**config.mk**
```make
export PLATFORM = sky130hd
export DESIGN_NAME = flash_read_sequencer
export DESIGN_NICKNAME = d
export VERILOG_FILES = /design/src/rtl/flash_read_sequencer.sv
export SDC_FILE = /design/constraint.sdc
export NUM_CORES = 1
export LEC_CHECK = 0
export BUFFER_PORTS_ARGS = -buffer_cell sky130_fd_sc_hd__buf_2
export CAP_MARGIN = 20
export CORE_MARGIN = 5
export CORE_UTILIZATION = 53
export DETAILED_ROUTE_END_ITERATION = 10
export GPL_TIMING_DRIVEN = 0
export PLACE_DENSITY = 0.74
export SKIP_CTS_REPAIR_TIMING = 1
export SYNTH_ARGS = -nofsm -noshare
export SYNTH_HDL_FRONTEND = slang
export SYNTH_SLANG_ARGS = --single-unit
```
**constraint.sdc**
```tcl
create_clock -name CLK_25M_CKMNG_MAIN_PLD -period 4.9 [get_ports CLK_25M_CKMNG_MAIN_PLD]
set_input_delay 0.98 -clock CLK_25M_CKMNG_MAIN_PLD [delete_from_list [all_inputs] [get_ports CLK_25M_CKMNG_MAIN_PLD]]
set_output_delay 0.98 -clock CLK_25M_CKMNG_MAIN_PLD [all_outputs]
set_load 0.1 [all_outputs]
```
**src/rtl/flash_read_sequencer.sv**
```systemverilog
// Splits one host byte-range read into chunk-aligned sub-reads for top_read.
// Each sub-read is issued, acknowledged through busy/completed, and counted.
module flash_read_sequencer #(
  parameter int DIE_LOG2    = 25,
  parameter int CHUNK_LOG2  = 8,
  parameter int TIMEOUT_CYC = 65535
) (
  input  logic        CLK_25M_CKMNG_MAIN_PLD,
  input  logic        PWRGD_P1V2_MAX10_AUX_PLD_R,
  input  logic        req_valid,
  output logic        req_ready,
  input  logic [31:0] req_addr,
  input  logic [31:0] req_len,
  input  logic [1:0]  req_mode,
  input  logic        abort,
  output logic [31:0] rd_start_addr,
  output logic [31:0] rd_end_addr,
  output logic [1:0]  rd_mode,
  output logic        rd_switch_die_need,
  output logic        rd_read_req,
  input  logic        rd_busy,
  input  logic        rd_completed,
  output logic        busy,
  output logic        done,
  output logic        error,
  output logic [1:0]  err_code,
  output logic [15:0] chunk_cnt
);

  localparam int          DIE_W      = 32 - DIE_LOG2;
  localparam logic [31:0] CHUNK_MASK = (32'd1 << CHUNK_LOG2) - 32'd1;
  localparam logic [31:0] TO_LAST    = 32'(TIMEOUT_CYC - 1);

  localparam logic [2:0] S_IDLE      = 3'd0;
  localparam logic [2:0] S_CHECK     = 3'd1;
  localparam logic [2:0] S_ISSUE     = 3'd2;
  localparam logic [2:0] S_WAIT_ACK  = 3'd3;
  localparam logic [2:0] S_WAIT_DONE = 3'd4;
  localparam logic [2:0] S_NEXT      = 3'd5;
  localparam logic [2:0] S_FINISH    = 3'd6;

  logic             clk;
  logic             rst;
  logic [2:0]       state;
  logic [31:0]      addr_lat;
  logic [1:0]       mode_lat;
  logic [32:0]      req_end;
  logic             len_zero;
  logic [DIE_W-1:0] last_die;
  logic [31:0]      tcnt;

  logic             bad_req;
  logic             last_chunk;
  logic             load_issue;
  logic [31:0]      cur_nxt;
  logic [31:0]      end_nxt;
  logic [DIE_W-1:0] die_nxt;

  assign clk = CLK_25M_CKMNG_MAIN_PLD;
  assign rst = PWRGD_P1V2_MAX10_AUX_PLD_R;

  assign req_ready   = (state == S_IDLE);
  assign busy        = (state != S_IDLE);
  assign rd_read_req = (state == S_ISSUE);
  assign done        = (state == S_FINISH);

  function automatic logic [31:0] sub_end(input logic [31:0] cur, input logic [31:0] last);
    logic [31:0] chunk_end;
    chunk_end = cur | CHUNK_MASK;
    return (chunk_end > last) ? last : chunk_end;
  endfunction

  // Next sub-read start: the request base after CHECK, else one past the last issued end.
  always_comb begin
    bad_req    = len_zero || (mode_lat == 2'b11) || req_end[32];
    last_chunk = (rd_end_addr == req_end[31:0]);
    cur_nxt    = (state == S_CHECK) ? addr_lat : rd_end_addr + 32'd1;
    end_nxt    = sub_end(cur_nxt, req_end[31:0]);
    die_nxt    = cur_nxt[31:DIE_LOG2];
    load_issue = !abort && (((state == S_CHECK) && !bad_req) ||
                            ((state == S_NEXT) && !last_chunk));
  end

  // Command registers hold between issues; last_die survives across requests.
  always_ff @(posedge clk) begin
    if (rst) begin
      rd_start_addr      <= '0;
      rd_end_addr        <= '0;
      rd_mode            <= '0;
      rd_switch_die_need <= 1'b0;
      last_die           <= '0;
    end else if (load_issue) begin
      rd_start_addr      <= cur_nxt;
      rd_end_addr        <= end_nxt;
      rd_mode            <= mode_lat;
      rd_switch_die_need <= (die_nxt != last_die);
      last_die           <= die_nxt;
    end
  end

  always_ff @(posedge clk) begin
    if (rst) begin
      state     <= S_IDLE;
      error     <= 1'b0;
      err_code  <= 2'b00;
      chunk_cnt <= '0;
      addr_lat  <= '0;
      mode_lat  <= '0;
      req_end   <= '0;
      len_zero  <= 1'b0;
      tcnt      <= '0;
    end else begin
      error <= 1'b0;
      if ((state != S_IDLE) && abort) begin
        state    <= S_IDLE;
        error    <= 1'b1;
        err_code <= 2'b11;
      end else begin
        case (state)
          S_IDLE: begin
            if (req_valid) begin
              addr_lat  <= req_addr;
              mode_lat  <= req_mode;
              req_end   <= {1'b0, req_addr} + {1'b0, req_len} - 33'd1;
              len_zero  <= (req_len == 32'd0);
              chunk_cnt <= '0;
              err_code  <= 2'b00;
              state     <= S_CHECK;
            end
          end
          S_CHECK: begin
            if (bad_req) begin
              error    <= 1'b1;
              err_code <= 2'b01;
              state    <= S_IDLE;
            end else begin
              state <= S_ISSUE;
            end
          end
          S_ISSUE: begin
            tcnt  <= '0;
            state <= S_WAIT_ACK;
          end
          // Waiting for busy first keeps a stale completed from the previous sub-read out.
          S_WAIT_ACK: begin
            if (rd_busy) begin
              tcnt  <= '0;
              state <= S_WAIT_DONE;
            end else if (tcnt == TO_LAST) begin
              error    <= 1'b1;
              err_code <= 2'b10;
              state    <= S_IDLE;
            end else begin
              tcnt <= tcnt + 32'd1;
            end
          end
          S_WAIT_DONE: begin
            if (rd_completed) begin
              state <= S_NEXT;
            end else if (tcnt == TO_LAST) begin
              error    <= 1'b1;
              err_code <= 2'b10;
              state    <= S_IDLE;
            end else begin
              tcnt <= tcnt + 32'd1;
            end
          end
          S_NEXT: begin
            if (chunk_cnt != 16'hFFFF) chunk_cnt <= chunk_cnt + 16'd1;
            state <= last_chunk ? S_FINISH : S_ISSUE;
          end
          S_FINISH: state <= S_IDLE;
          default:  state <= S_IDLE;
        endcase
      end
    end
  end

endmodule

```
**Word level (Yosys, flattened, before mapping)**

Index checks and enable logic that the tools add are counted.

- Bits in registers: 196
- Input port bits: 72
- Output and inout port bits: 90
- Logic and storage cells: 89

- $add $sub $neg: 5
- Magnitude comparators: 1
- Equality and inequality tests: 18
- Multiplexer cells: 29
- Bitwise operators: 1
- Reduce and logical (&&, ||, !) cells: 21

Operator list:

| cell | number |
|---|---|
| 32-bit 2-to-1 mux | 5 |
| 32-bit one-hot mux with 3 select lines | 1 |
| 32-bit by 1-bit adder with 32-bit output (second input constant) | 2 |
| 32-bit by 32-bit adder with 33-bit output | 1 |
| 33-bit by 1-bit subtractor with 33-bit output (second input constant) | 1 |
| 32-bit by 16-bit == test with 1-bit output (second input constant) | 1 |
| 32-bit == test | 1 |
| 32-bit greater-than comparator | 1 |
| 32-bit logical NOT | 1 |
| 16-bit 2-to-1 mux | 2 |
| 16-bit one-hot mux with 2 select lines | 1 |
| 3-bit one-hot mux with 6 select lines | 1 |
| 16-bit by 1-bit adder with 16-bit output (second input constant) | 1 |
| 16-bit inequality test (second input constant) | 1 |
| 3-bit 2-to-1 mux | 5 |
| 2-bit 2-to-1 mux | 7 |
| 3-bit == test (second input constant) | 3 |
| 2-bit one-hot mux with 4 select lines | 1 |
| 7-bit inequality test | 1 |
| 3-bit by 2-bit == test with 1-bit output (second input constant) | 2 |
| 3-bit by 2-bit inequality test with 1-bit output (second input constant) | 2 |
| 3-bit inequality test (second input constant) | 2 |
| 3-bit AND reduction | 2 |
| 3-bit nonzero test | 2 |
| 16 further kinds | 28 |

**Logic depth before layout (Yosys ltp)**

- Word-level depth: 7
- Mapped depth: 19
- Mapped depth without buffers: 17

**Least setup slack after synthesis**

Ideal clock, no wire load.

- Path type: register to register
- From: register rd_end_addr[8]
- To: register rd_end_addr[16]
- Setup time: 0.086 ns
- Data arrival time: 4.319 ns
- Data required time: 4.814 ns
- Path slack: 0.495 ns
- Cell stages (with the launch flop): 19
- Path buffers: 2
- Period minus slack after synthesis: 4.405 ns
- Cells stage by stage: dfxtp_1 -> buf_2 -> and4_1 -> nand4_1 -> nor2_1 -> nand3_1 -> xor2_1 -> o21ai_0 -> ha_1 -> a21o_1 -> a21o_1 -> a21oi_1 -> o21ai_0 -> a21o_1 -> a21oi_1 -> a31oi_1 -> buf_2 -> mux2i_1 -> a211oi_1

- Elaborated cells on any way between the ends: 9
- Those cells by class: add/sub: 1; order compare: 1; eq/ne: 1; mux: 2; reduce/logical: 4

RTL lines:

| what | RTL line | text |
|---|---|---|
| from (decl) | 17 | `output logic [31:0] rd_end_addr,` |
| from (signal assigned) | 94 | `rd_end_addr <= end_nxt;` |
| 32-bit by 1-bit adder with 32-bit output | 77 | `cur_nxt = (state == S_CHECK) ? addr_lat : rd_end_addr + 32'd1;` |
| 32-bit 2-to-1 mux | 77 |  |
| named net cur_nxt[17] | 55 | `logic [31:0] cur_nxt;` |
| 32-bit greater-than comparator | 70 | `return (chunk_end > last) ? last : chunk_end;` |
| 32-bit 2-to-1 mux | 70 |  |

The timed path passes the listed nets, and every way through them passes these cells.
A chain may end at the register's enable or synchronous reset.

**Final worst setup path**

- From: register rd_end_addr[2]
- To: register rd_end_addr[26]

Same word-level chain as after synthesis.

==> impl_results.rst <==
.. list-table::
   :header-rows: 1

   * - Metric
     - Value
   * - Final routed wirelength across all metal layers
     - 35.9 mm
   * - Required time of the worst setup path
     - 5240 ps
   * - Main synth FF type
     - dfxtp_1
   * - Worst-case register-to-register setup slack
     - 120 ps
   * - Skew-Pair Late Insertion Delay
     - 450 ps
   * - Via count of the first global-routing pass
     - 10960
   * - Floorplan Core Area
     - 22400 um2
   * - Global-route wire length before repair
     - 57.9 mm
   * - Post-Layout Cell Count
     - 2034
   * - Sequential fraction of the synthesis area
     - 31.7%
   * - Cell type of the slowest stage on the worst timing path
     - o21ai_0
   * - Total DRC errors in the routed layout
     - 0
   * - Library cell with the largest summed area after synthesis
     - dfxtp_1
   * - Average wire per standard cell
     - 17.7 um
   * - Endpoints failing hold
     - 0
   * - I/O Buffers
     - 161
   * - Overall via count from detail_route
     - 11377
   * - Area of the mapped netlist
     - 11900 um2
   * - # IOs
     - 162
   * - Number of max-cap violations
     - 0
   * - Register bit total from synthesis
     - 189
   * - Detailed-placement wirelength estimate
     - 29.0 mm
   * - TritonRoute pass-1 iters
     - 6
   * - Cells traversed along the worst timing path
     - and3_1, and3_1, and4_1, nand3_1, xor2_1, o21ai_0, ha_1, nand4_1, o21ai_0, a21o_1, a21oi_1, a31oi_1, buf_2, mux2i_1, a211oi_1
   * - Largest incremental delay on the critical path
     - 580 ps
   * - R2R Path End
     - rd_end_addr[26]
   * - Inst Count DP
     - 2002
   * - Die area
     - 25600 um2
   * - Max Root-Sink Buffers
     - 2
   * - Endpoint arrival time on the critical path
     - 5110 ps
   * - Fraction of registers with async set or reset after synthesis
     - 0%
   * - Average size of a mapped cell
     - 7.67 um2
   * - Post-synth top cells
     - nand2_1 (194), dfxtp_1 (189), inv_1 (179), nor2_1 (157), a21oi_1 (118)
   * - Element type at the critical path start
     - register
   * - Fraction of layout instances using a drive strength above 1
     - 13.3%
   * - Post-synthesis instance total
     - 1556
   * - Clock Skew
     - 9.95 ps
   * - Transition time at the pin with the least slew margin
     - 729 ps
   * - Number of warning messages in the yosys log
     - 0
   * - Largest net degree at the start of global routing
     - 20
   * - DRT antenna net count
     - 0
   * - Number of nets in the layout
     - 1900
   * - Die W
     - 160 um
   * - Number of buffers created by CTS
     - 17
   * - Setup TNS
     - 0 ps
   * - Clock root cell
     - clkbuf_16
   * - Starting density of the core
     - 53.2%
   * - Initial antenna violation count
     - 1
   * - Worst r2r path cells
     - 15
   * - Endpoint of the most critical setup path
     - rd_end_addr[26]
   * - Post-synth EDFFs
     - 0
   * - Total Power
     - 4.67 mW
   * - Total grt overflow
     - 0
   * - Pwr Density
     - 341 nW/um2
   * - Crit. Startpoint
     - rd_end_addr[2]
   * - Hold path startpoint
     - addr_lat[19]
   * - Critical Path Fanout Max
     - 10
   * - Y dimension of the die
     - 160 um
   * - Category of the most critical setup path
     - reg2reg
   * - Max Slew Vio Count
     - 0
   * - Clock transition at the register clock pins on the worst setup and hold paths after CTS
     - 70 ps
   * - Share of the synthesized area in the top cell type
     - 31.7%
   * - Crit path time final
     - 4780 ps
   * - Weighted congestion reported at the end of routability-driven placement
     - 0.955
   * - Reg-to-reg critical path startpoint
     - rd_end_addr[2]
   * - Iter 0 DRT Violations
     - 1000
   * - Area grow syn2layout
     - 14.7%
   * - Clock tree from TritonCTS
     - done
   * - Result of the run
     - finished clean
   * - Count of cell types in the netlist
     - 65
   * - Hold/Removal Path Class
     - reg2reg
   * - Nature of the critical path endpoint
     - register
   * - Total routing resource utilization after global routing
     - 27.7%
   * - Highest Clock Rate
     - 209 MHz
   * - Headroom to the max-slew limit
     - 50.9%
   * - Most common cell in the netlist
     - nand2_1
   * - Syn nets
     - 1720
   * - Dominant cells by area after synthesis
     - dfxtp_1 (32%), ha_1 (9.5%), nand2_1 (6.1%)
   * - Maximum resistive drop on vdd
     - 0.260 mV
   * - Rows
     - 55
   * - Final worst path period share
     - 97.5%
   * - Depth of the CTS H-tree
     - 4
   * - Antenna Diode Count
     - 0
   * - Clock sink total
     - 189
   * - Setup violation total in the final timing report
     - 0
   * - Setup repair after global routing missed its margin
     - no
   * - Reported leakage power
     - 5.99 nW
   * - Vias per inst
     - 5.59
==> flip-flops by register name (all words and copies together), names as in the netlist <==
signal,count
err_code,2
tcnt,32
state,3
len_zero,1
rd_start_addr,32
rd_mode,2
req_end,33
rd_end_addr,32
error,1
rd_switch_die_need,1
mode_lat,2
chunk_cnt,16
addr_lat,32
==> area by class of cell <==
type	count	area (um2)
fillers	2059	8750
multi-input cells	1117	7200
flip-flops and latches	189	3780
repair buffers	161	806
inverters	179	672
clock buffers	18	439
well taps	285	357
plain buffers	71	287
clock inverters	14	144
==> placed cells by master, fill, tap and decap left out, types with 6 or more instances in the layout <==
| cell | count |
|---|---|
| nor2_1 | 157 |
| mux2i_1 | 58 |
| o21ai_0 | 75 |
| nor4_1 | 18 |
| and3_1 | 15 |
| buf_2 | 174 |
| o21ai_1 | 8 |
| clkbuf_16 | 17 |
| a211oi_1 | 25 |
| nand2_1 | 194 |
| nor3_1 | 6 |
| xor2_1 | 56 |
| dfxtp_1 | 189 |
| and4_1 | 6 |
| and2_1 | 9 |
| nand4_1 | 36 |
| or3_1 | 11 |
| inv_1 | 179 |
| a21oi_1 | 118 |
| nand2b_1 | 9 |
| nor2b_1 | 9 |
| a31oi_1 | 16 |
| a21o_1 | 19 |
| xnor2_1 | 79 |
| ha_1 | 91 |
| clkbuf_1 | 51 |
| nand3_1 | 40 |
==> where the power goes <==
part           internal, mW  switching (mW)  leakage [nW]  total, mW
clock                 0.693           0.681         0.289       1.37
combinational         0.528            1.02          4.16       1.55
sequential             1.63           0.117          1.54       1.74
total                  2.85            1.82          5.99       4.67
==> logic make-up (layout without fill, tap and decap cells) <==
family,count (synthesis),after routing,share of synthesized area [%]
adders and majority gates,92,92,9.70
muxes,59,59,4.96
AOI/OAI and AO/OA,307,307,15.5
DFF,189,189,31.7
buffers and inverters,250,443,8.00
xor gates and xnor gates,135,135,9.90
and+or+nand+nor,524,524,20.2
==> per-layer routing <==
layer  vias up  share of wire, %  global-route usage, %
li1       5614                 -                      -
met1      5202                43                   36.0
met2       460                45                   45.3
met3        99               8.0                   5.26
met4         2               3.8                   11.3
met5         -             0.042                      0
==> metrics by stage <==
step	cell area, um2	hold WS, ps	utilization (%)	setup slack, ps
6_report	13700	461	61.0	121
5_1_grt	13700	481	61.0	1.39
4_1_cts	13700	458	61.0	-14.3
3_5_place_dp	13100	448	58.4	16.6
3_3_place_gp	13100	445	58.4	32.6
2_1_floorplan	11900	437	-	495
==> critical path, delay by kind of cell, from the launching register on <==
| kind | cells | cell delay [ps] |
|---|---|---|
| buffers and inverters | 1 | 430 |
| xor gates and xnor gates | 1 | 160 |
| adders and majority gates | 1 | 240 |
| muxes | 1 | 130 |
| and+or+nand+nor | 5 | 1280 |
| AOI/OAI and AO/OA | 6 | 1950 |
| DFF | 1 | 470 |
==> worst min path at each step <==
stage | to | cells after the start
floorplan | addr_lat[0] | 2
finish | addr_lat[19] | 2
global route | addr_lat[24] | 2
global placement | err_code[0] | 2
CTS | err_code[0] | 2
detailed placement | err_code[0] | 2
Power figures use the tool's default switching activity.
